## src/rtl/pipelined_adder_pkg.sv

```systemverilog
// Shared definitions for the carry-pipelined adder/subtractor: mode encoding,
// default geometry and the WIDTH/STAGES split legality check.
`define PIPELINED_ADDER_LEGAL(w, s) (((s) >= 1) && ((s) <= (w)) && (((w) % (s)) == 0))

package pipelined_adder_pkg;

    typedef enum logic {
        MODE_ADD = 1'b0,
        MODE_SUB = 1'b1
    } mode_e;

    localparam int DEFAULT_WIDTH  = 32;
    localparam int DEFAULT_STAGES = 4;

endpackage

```

## src/rtl/adder_segment.sv

```systemverilog
// SEG-bit combinational ripple segment; one instance resolves one pipeline
// stage's slice of the full-width add.
module adder_segment #(
    parameter int SEG = 8
) (
    input  logic [SEG-1:0] a,
    input  logic [SEG-1:0] b,
    input  logic           cin,
    output logic [SEG-1:0] sum,
    output logic           cout
);

    assign {cout, sum} = {1'b0, a} + {1'b0, b} + {{SEG{1'b0}}, cin};

endmodule

```

## src/rtl/pipelined_adder.sv

```systemverilog
// Carry-pipelined WIDTH-bit adder/subtractor resolved over STAGES cycles.
// Optional signed-overflow output enabled by defining PIPELINED_ADDER_OVF_EN.
module pipelined_adder
    import pipelined_adder_pkg::*;
#(
    parameter int WIDTH  = DEFAULT_WIDTH,
    parameter int STAGES = DEFAULT_STAGES
) (
    input  logic             i_clk,
    input  logic             i_rst,
    input  logic             i_valid,
    output logic             o_ready,
    input  logic [WIDTH-1:0] i_add1,
    input  logic [WIDTH-1:0] i_add2,
    input  logic             i_sub,
    input  logic             i_cin,
    output logic             o_valid,
    input  logic             i_ready,
    output logic [WIDTH:0]   o_result,
    output logic             o_ovf
);

    localparam int SEG  = WIDTH / STAGES;
    localparam int LAST = STAGES - 1;

    if (!`PIPELINED_ADDER_LEGAL(WIDTH, STAGES)) begin : g_bad_split
        $error("pipelined_adder: WIDTH must be a multiple of STAGES, 1 <= STAGES <= WIDTH");
    end

    // Handshake: a beat moves in on i_valid && o_ready and out on
    // o_valid && i_ready. The whole pipe advances as one (adv); when the
    // output is valid and not taken, every stage holds and o_ready drops in
    // the same cycle. Upstream must hold i_valid and data until accepted.
    logic adv;

    // Stage k registers carry full-width operand/sum words; only the
    // segments still pending (operands) or already resolved (sums) are live.
    logic [STAGES-1:0][WIDTH-1:0] a_q;
    logic [STAGES-1:0][WIDTH-1:0] b_q;
    logic [STAGES-1:0][WIDTH-1:0] s_q;
    logic [STAGES-1:0]            c_q;
    logic [STAGES-1:0]            v_q;
    logic [STAGES-1:0]            sub_q;

    logic [STAGES-1:0][SEG-1:0] seg_a;
    logic [STAGES-1:0][SEG-1:0] seg_b;
    logic [STAGES-1:0][SEG-1:0] seg_sum;
    logic [STAGES-1:0]          seg_cin;
    logic [STAGES-1:0]          seg_cout;

    mode_e            mode;
    logic [WIDTH-1:0] b_eff;
    logic             cin_eff;

    assign mode    = mode_e'(i_sub);
    assign b_eff   = (mode == MODE_SUB) ? ~i_add2 : i_add2;
    assign cin_eff = (mode == MODE_SUB) ? 1'b1 : i_cin;

    assign o_valid = v_q[LAST];
    assign adv     = ~o_valid | i_ready;
    assign o_ready = adv;

    // Subtraction reports borrow, the complement of the final carry.
    assign o_result = {c_q[LAST] ^ sub_q[LAST], s_q[LAST]};

    for (genvar k = 0; k < STAGES; k++) begin : g_seg
        if (k == 0) begin : g_first
            assign seg_a[k]   = i_add1[SEG-1:0];
            assign seg_b[k]   = b_eff[SEG-1:0];
            assign seg_cin[k] = cin_eff;
        end else begin : g_rest
            assign seg_a[k]   = a_q[k-1][k*SEG +: SEG];
            assign seg_b[k]   = b_q[k-1][k*SEG +: SEG];
            assign seg_cin[k] = c_q[k-1];
        end

        adder_segment #(.SEG(SEG)) u_seg (
            .a    (seg_a[k]),
            .b    (seg_b[k]),
            .cin  (seg_cin[k]),
            .sum  (seg_sum[k]),
            .cout (seg_cout[k])
        );
    end

    always_ff @(posedge i_clk or posedge i_rst) begin
        if (i_rst) begin
            a_q   <= '0;
            b_q   <= '0;
            s_q   <= '0;
            c_q   <= '0;
            v_q   <= '0;
            sub_q <= '0;
        end else if (adv) begin
            a_q[0]           <= i_add1;
            b_q[0]           <= b_eff;
            s_q[0]           <= '0;
            s_q[0][SEG-1:0]  <= seg_sum[0];
            c_q[0]           <= seg_cout[0];
            v_q[0]           <= i_valid;
            sub_q[0]         <= i_sub;
            for (int k = 1; k < STAGES; k++) begin
                a_q[k]               <= a_q[k-1];
                b_q[k]               <= b_q[k-1];
                s_q[k]               <= s_q[k-1];
                s_q[k][k*SEG +: SEG] <= seg_sum[k];
                c_q[k]               <= seg_cout[k];
                v_q[k]               <= v_q[k-1];
                sub_q[k]             <= sub_q[k-1];
            end
        end
    end

`ifdef PIPELINED_ADDER_OVF_EN
    // Carry into the MSB is recovered from a ^ b ^ sum at the top bit.
    logic ovf_d;
    logic ovf_q;

    assign ovf_d = seg_a[LAST][SEG-1] ^ seg_b[LAST][SEG-1]
                 ^ seg_sum[LAST][SEG-1] ^ seg_cout[LAST];

    always_ff @(posedge i_clk or posedge i_rst) begin
        if (i_rst) begin
            ovf_q <= 1'b0;
        end else if (adv) begin
            ovf_q <= ovf_d;
        end
    end

    assign o_ovf = ovf_q;
`else
    assign o_ovf = 1'b0;
`endif

    // Already-consumed operand slices are intentionally left dangling.
    logic unused_operand_bits;
    assign unused_operand_bits = ^{a_q, b_q};

endmodule

```

## config.mk

```make
export PLATFORM = sky130hd
export DESIGN_NAME = pipelined_adder
export DESIGN_NICKNAME = d
export VERILOG_FILES = /design/src/rtl/pipelined_adder_pkg.sv /design/src/rtl/adder_segment.sv /design/src/rtl/pipelined_adder.sv
export SDC_FILE = /design/constraint.sdc
export NUM_CORES = 1
export LEC_CHECK = 0
export ABC_CLOCK_PERIOD_IN_PS = 16700
export CAP_MARGIN = 20
export CORE_ASPECT_RATIO = 0.75
export CORE_MARGIN = 1.5
export CORE_UTILIZATION = 50
export CTS_CLUSTER_SIZE = 16
export DETAILED_ROUTE_END_ITERATION = 12
export PLACE_DENSITY = 0.79
export SLEW_MARGIN = 30
export SYNTH_ARGS = -nofsm -noshare
export SYNTH_HDL_FRONTEND = slang
export SYNTH_SLANG_ARGS = --single-unit
```

## constraint.sdc

```tcl
create_clock -name i_clk -period 16.7 [get_ports i_clk]
set_input_delay 2.505 -clock i_clk [delete_from_list [all_inputs] [get_ports i_clk]]
set_output_delay 2.505 -clock i_clk [all_outputs]
set_load 0.05 [all_outputs]
```

==> key figures, run 1 <==
Setup path
  – WP buf/inv: 3
  – Critical Path RT: 14.20 ns
  – CP arrival: 4.51 ns
  – CP Capture Type: primary output
  – Critical Path Start Type: input port
  – Crit Path Class: input port to primary output
  – Critical Path Most Common Cell: clkdlybuf4s50_1
  – CP max-delay cell: clkdlybuf4s50_1
  – Cell family with most CP delay: buffers and inverters
  – Max FO, Critical Path: 101
  – Max incr delay on CP: 0.93 ns
  – Crit-path cells: clkdlybuf4s50_1 > nor2b_4 > inv_6 > clkdlybuf4s50_1

Clock tree
  – Clock sinks: 188
  – Clk_lat worst skew: 0.44 ns
  – Htree depth: 4
  – CTS Hold Bufs: 0
  – CTS tree: done
  – # resized after CTS: 0
  – CTS max path bufs: 2
  – Clk root buf: clkbuf_16
  – CTS Buf Count: 17
  – Reg clk slew, reported paths: 0.07 ns
  – Post-CTS Setup Bufs: 0

Pwr
  – Static leakage: 0.00507 uW
  – P per Cell Area: 200 nW/um^2
  – Worst VDD drop: 88.0 uV

Placed design
  – Dpl hpwl: 11.6 mm
  – Routability congestion estimate: 0.839
  – Port buffer count: 104
  – Placed insts: 1252
  – Pre-CTS WS: 9.46 ns

Outcome
  – Status: finished clean

Layout
  – ANT cells: 0
  – Syn-to-layout area delta: 16.8%
  – Commonest cells after routing, fill and taps aside: 434 x nand2_1, 188 x dfrtp_1, 103 x clkdlybuf4s50_1
  – Share of cells above drive strength 1: 4.22%
  – Commonest non-fill, non-tap cell in the layout: nand2_1
  – Non-Filler Instances: 1285
  – NumNets Final: 1136
  – Fillers: 1527

Synthesis
  – Syn Nets: 1090
  – Synth top area cells: dfrtp_1 52%, nand2_1 18%, ha_1 3.9%, buf_4 3.6%, o21ai_0 2.7%
  – Cell variety after synth: 43
  – Post-synth top area cell: dfrtp_1
  – Number of flops mapped to enable cells by yosys: 0
  – Yosys synthesis warning count: 0
  – Fraction of registers with async set or reset after synthesis: 100%
  – Register area share after synthesis: 52.1%
  – Post-Syn Instances: 984
  – Dominant synthesized flop cell: dfrtp_1
  – Synth Register Bits: 188
  – Mapped Area: 9030 um^2
  – Post-synth top area share: 52.1%
  – Avg Synthesized Cell Area: 9.17 um^2

Global route
  – Total global routing overflow: 0
  – Gr usage total: 20.7%
  – Vias in the first global route: 6131
  – First-pass GRT wire length: 30.5 mm
  – Largest net degree at the start of global routing: 243
  – Initial antenna violation count: 0

Drt
  – DR vias/cell: 5.04
  – DRC: 0
  – DRT antenna net count: 0
  – DR pass1 iterations: 7
  – Iter 0 DRT Violations: 549
  – DRT Wirelength: 18.2 mm
  – Vias: 6472
  – Routed WL per cell: 14.2 um

Floorplanning
  – Die width: 158 um
  – # IOs: 106
  – Initial Util: 51.1%
  – Core area: 17700 um^2
  – Die Ht: 119 um
  – Cell Rows: 42
  – Die footprint: 18900 um^2

Timing
  – Final setup viols: 0
  – Unrepaired setup endpoints after global routing: false
  – Final worst setup slack: 9.68 ns
  – Final worst-path cycle share: 42.0%
  – Worst Max-Slew Pin Slew: 0.917 ns
  – Fin crit period: 7.02 ns
  – Final hold vios: 0
  – Fmax: 0.142 GHz
  – Total negative slack: 0 ns
  – Worst slew margin: 38.9%
  – Final Slew Violations: 0
  – Clock Skews: 0.00984 ns

Run
  – Max-Cap Viols: 0

Worst hold path
  – HP Class: flop to flop
worst reg2reg max path, cell delays in order, from the launching register on:
cell      delay, ns
dfrtp_1        0.41
fa_1           0.49
fa_1           0.47
a211oi_2       0.26
nor2_1         0.10
o31a_1         0.28
o31a_1         0.29
stage by stage:
step / area [um^2] / total power, uW / utilization, % / hold slack, ns
after floorplan: 9030 / 1500 / - / 0.430
after global placement: 9900 / 1660 / 56.1 / 0.443
after detailed placement: 9900 / 1690 / 56.1 / 0.455
after CTS: 10500 / 2110 / 59.5 / 0.472
after global routing: 10500 / 2260 / 59.7 / 0.484
final: 10500 / 2110 / 59.7 / 0.467
power by group:
part	internal (uW)	leakage (uW)	switching, uW	total [uW]
clock	214	0.000292	196	410
sequential	659	0.00227	123	782
combinational	352	0.00251	567	919
total	1230	0.00507	886	2110
final cells by class:
cell class / count / area, um^2 / area share [%]
Multi-Input combinational cell: 704 / 3770 / 35.8
Timing Repair Buffer: 108 / 1100 / 10.5
Clock buffer: 17 / 425 / 4.04
Inverter: 11 / 53.8 / 0.510
Clock inverter: 15 / 181 / 1.72
Tap cell: 242 / 303 / 2.87
Sequential cell: 188 / 4700 / 44.6
sequential cells by signal, summed over array words and instances (netlist names):
signal and cells:
a_q 48, v_q 4, b_q 48, o_result 32, sub_q 4, c_q 4
s_q 48
cell usage after synthesis, drive strengths merged (3+ instances only):
library cell / instances
ha: 28
nand2b: 5
and3: 3
fa: 8
or4b: 3
nor2: 8
inv: 11
or3: 5
o21ai: 49
dfrtp: 188
o21bai: 6
nor3: 10
buf: 66
nor2b: 3
a221oi: 4
xnor2: 25
nor3b: 19
a21o: 8
xor2: 12
o31ai: 6
nor4: 3
mux2i: 6
a21oi: 10
nand2: 434
a211oi: 17
o21a: 8
o31a: 6
nand3: 5
clkbuf: 15
final timing paths:
path / to / slack, ns / cells after the start / startpoint
worst max-delay path: o_ready / 9.68 / 4 / i_ready
worst min-delay path: b_q[60] / 0.47 / 2 / b_q[60]
worst max register to register: c_q[3] / 14.29 / 6 / a_q[88]
worst min register to register: b_q[60] / 0.47 / 2 / b_q[60]
max in group asynchronous: s_q[87] / 12.90 / 3 / i_rst
min in group asynchronous: o_result[28] / 2.62 / 2 / i_rst
per-layer routing:
layer	share of wire [%]	GRT usage [%]	wire [um]	vias to the layer above
li1	-	-	-	3272
met1	52	32.9	9410	3027
met2	42	28.0	7700	151
met3	4.5	3.86	818	22
met4	1.7	6.72	319	0
met5	0	0	0	-
cells by family (layout without fill, tap and decap cells):
logic type               count (synthesis)  count (layout)  share of synthesized area [%]
flip-flops                             188             188                           52.1
buffers and inverters                   92             151                           6.10
AND/OR/NAND/NOR                        501             501                           22.8
multiplexers                             6               6                          0.665
adder cells (fa/ha/maj)                 36              36                           5.66
XOR/XNOR                                37              37                           3.59
AO/OA/AOI/OAI                          123             123                           8.98
other                                    1               1                         0.0415
No activity file was read; power rests on OpenSTA's default activity.
==> run 2: changes to the inputs <==
Settings changed: ABC_CLOCK_PERIOD_IN_PS 16700 to 6600.
Clock period 16.7 ns to 6.6 ns, I/O delays scaled along.
==> run 2 against run 1 <==
Clock-buffer cell count rose by 1. First-iteration DRC count fell by 13%. Highest routed layer unchanged. Via count fell by 0.63%. Hold slack got worse by 0.0048 ns.
==> key figures, run 2 (synthesis results as in run 1) <==
Clock tree
  – # resized after CTS: 0
  – Htree depth: 4
  – CTS tree: done
  – CTS Buf Count: 17
  – Clock sinks: 188
  – Reg clk slew, reported paths: 0.07 ns
  – CTS Hold Bufs: 0
  – Clk_lat worst skew: 0.43 ns
  – Post-CTS Setup Bufs: 0
  – Clk root buf: clkbuf_16
  – CTS max path bufs: 2

Timing
  – Total negative slack: 0 ns
  – Final worst-path cycle share: 58.0%
  – Clock Skews: 0.00709 ns
  – Worst Max-Slew Pin Slew: 1.07 ns
  – Fmax: 0.261 GHz
  – Final hold vios: 0
  – Fin crit period: 3.83 ns
  – Unrepaired setup endpoints after global routing: false
  – Final Slew Violations: 0
  – Final setup viols: 0
  – Worst slew margin: 28.4%

Global route
  – Vias in the first global route: 5905
  – Initial antenna violation count: 0
  – Total global routing overflow: 0
  – Gr usage total: 19.8%
  – First-pass GRT wire length: 29.6 mm
  – Largest net degree at the start of global routing: 243

Pwr
  – Static leakage: 0.00505 uW
  – P per Cell Area: 499 nW/um^2
  – Flop pwr share: 37.8%
  – Total chip power: 5240 uW
  – Sw Ratio: 41.5%
  – Clock power frac: 18.5%
  – Worst VDD drop: 245 uV
  – Net Switching: 2180 uW
  – Total internal power: 3070 uW
  – Fraction of power consumed by combinational cells: 43.7%

Setup path
  – Critical Path Start Type: input port
  – Max FO, Critical Path: 52
  – Max incr delay on CP: 0.91 ns
  – Critical Path RT: 5.61 ns
  – Worst R2R Setup Slack: 4.24 ns
  – Crit-path cells: clkdlybuf4s50_1 > nor2b_4 > inv_4 > clkdlybuf4s50_1
  – CP Capture Type: primary output
  – Critical Path Most Common Cell: clkdlybuf4s50_1
  – CP arrival: 2.84 ns
  – Crit Path Class: input port to primary output
  – CP max-delay cell: clkdlybuf4s50_1

Drt
  – Vias: 6431
  – Iter 0 DRT Violations: 475
  – Routed WL per cell: 13.6 um
  – DRT Wirelength: 17.5 mm
  – DR pass1 iterations: 5
  – DRC: 0
  – DRT antenna net count: 0
  – DR vias/cell: 5.00

Run
  – Max-Cap Viols: 0

Layout
  – Register area: 4700 um^2
  – Area of the multi-input gates: 3770 um^2
  – Commonest cells after routing, fill and taps aside: 434 x nand2_1, 188 x dfrtp_1, 103 x clkdlybuf4s50_1
  – Syn-to-layout area delta: 16.4%
  – Share of cells above drive strength 1: 4.31%
  – NumNets Final: 1137
  – Top Registers: a_q (48), b_q (48), s_q (48)
  – Fillers: 1519
  – Design area: 10500 um^2
  – ANT cells: 0
  – Commonest non-fill, non-tap cell in the layout: nand2_1

Placed design
  – Dpl hpwl: 11.8 mm
  – Port buffer count: 104
  – Dpl cell area: 9930 um^2
  – Routability congestion estimate: 0.815

Outcome
  – Status: finished clean

Floorplanning
  – Core area: 17700 um^2
  – Initial Util: 51.1%
  – Die footprint: 18900 um^2
  – Die Ht: 119 um
  – Cell Rows: 42
  – Die width: 158 um
  – # IOs: 106

Worst hold path
  – HP Class: flop to flop
==> run 2: layer usage <==
metal / part of all wire, % / vias up / global-route usage (%)
met2: 41 / 157 / 25.8
met4: 1.1 / 0 / 5.90
li1: - / 3284 / -
met3: 4.9 / 18 / 3.82
met1: 53 / 2972 / 32.7
met5: 0 / - / 0
==> run 2: per-stage QoR <==
stage          instances  hold WS (ns)  setup slack (ns)  utilization [%]
6_report            1286         0.462              2.77             59.5
3_5_place_dp        1254         0.450              2.76             56.3
3_3_place_gp        1253         0.443              2.78             56.1
2_1_floorplan        984         0.430             0.496                -
5_1_grt             1286         0.480              2.69             59.5
4_1_cts             1286         0.467              2.76             59.5
==> run 2: path summary, 6_finish.rpt <==
| check | startpoint | cells past startpoint | endpoint |
|---|---|---|---|
| setup / recovery | i_ready | 4 | o_ready |
| hold / removal | v_q[2] | 1 | v_q[3] |
| setup reg to reg | a_q[88] | 6 | c_q[3] |
| hold reg to reg | v_q[2] | 1 | v_q[3] |
| max in group asynchronous | i_rst | 3 | b_q[14] |
| min in group asynchronous | i_rst | 2 | a_q[62] |
==> run 2: layout make-up <==
class | instances | share of cell area, %
inverters | 11 | 0.465
repair buffers | 109 | 10.5
clock inverters | 14 | 1.24
clock buffers | 18 | 4.18
multi-input cells | 704 | 35.9
flip-flops and latches | 188 | 44.8
well taps | 242 | 2.88
==> run 2: worst max-delay path, delay by kind of cell <==
| kind | cells | cell delay (ns) |
|---|---|---|
| and+or+nand+nor | 1 | 0.06 |
| buffers and inverters | 3 | 1.78 |
==> run 2: power groups by stage <==
stage          Sequential (uW)  Combinational, uW  Clock (uW)
2_1_floorplan             1910               1880           0
3_3_place_gp              1980               2200           0
3_5_place_dp              2000               2270           0
4_1_cts                   1980               2300         991
5_1_grt                   2050               2550        1040
6_report                  1980               2290         971
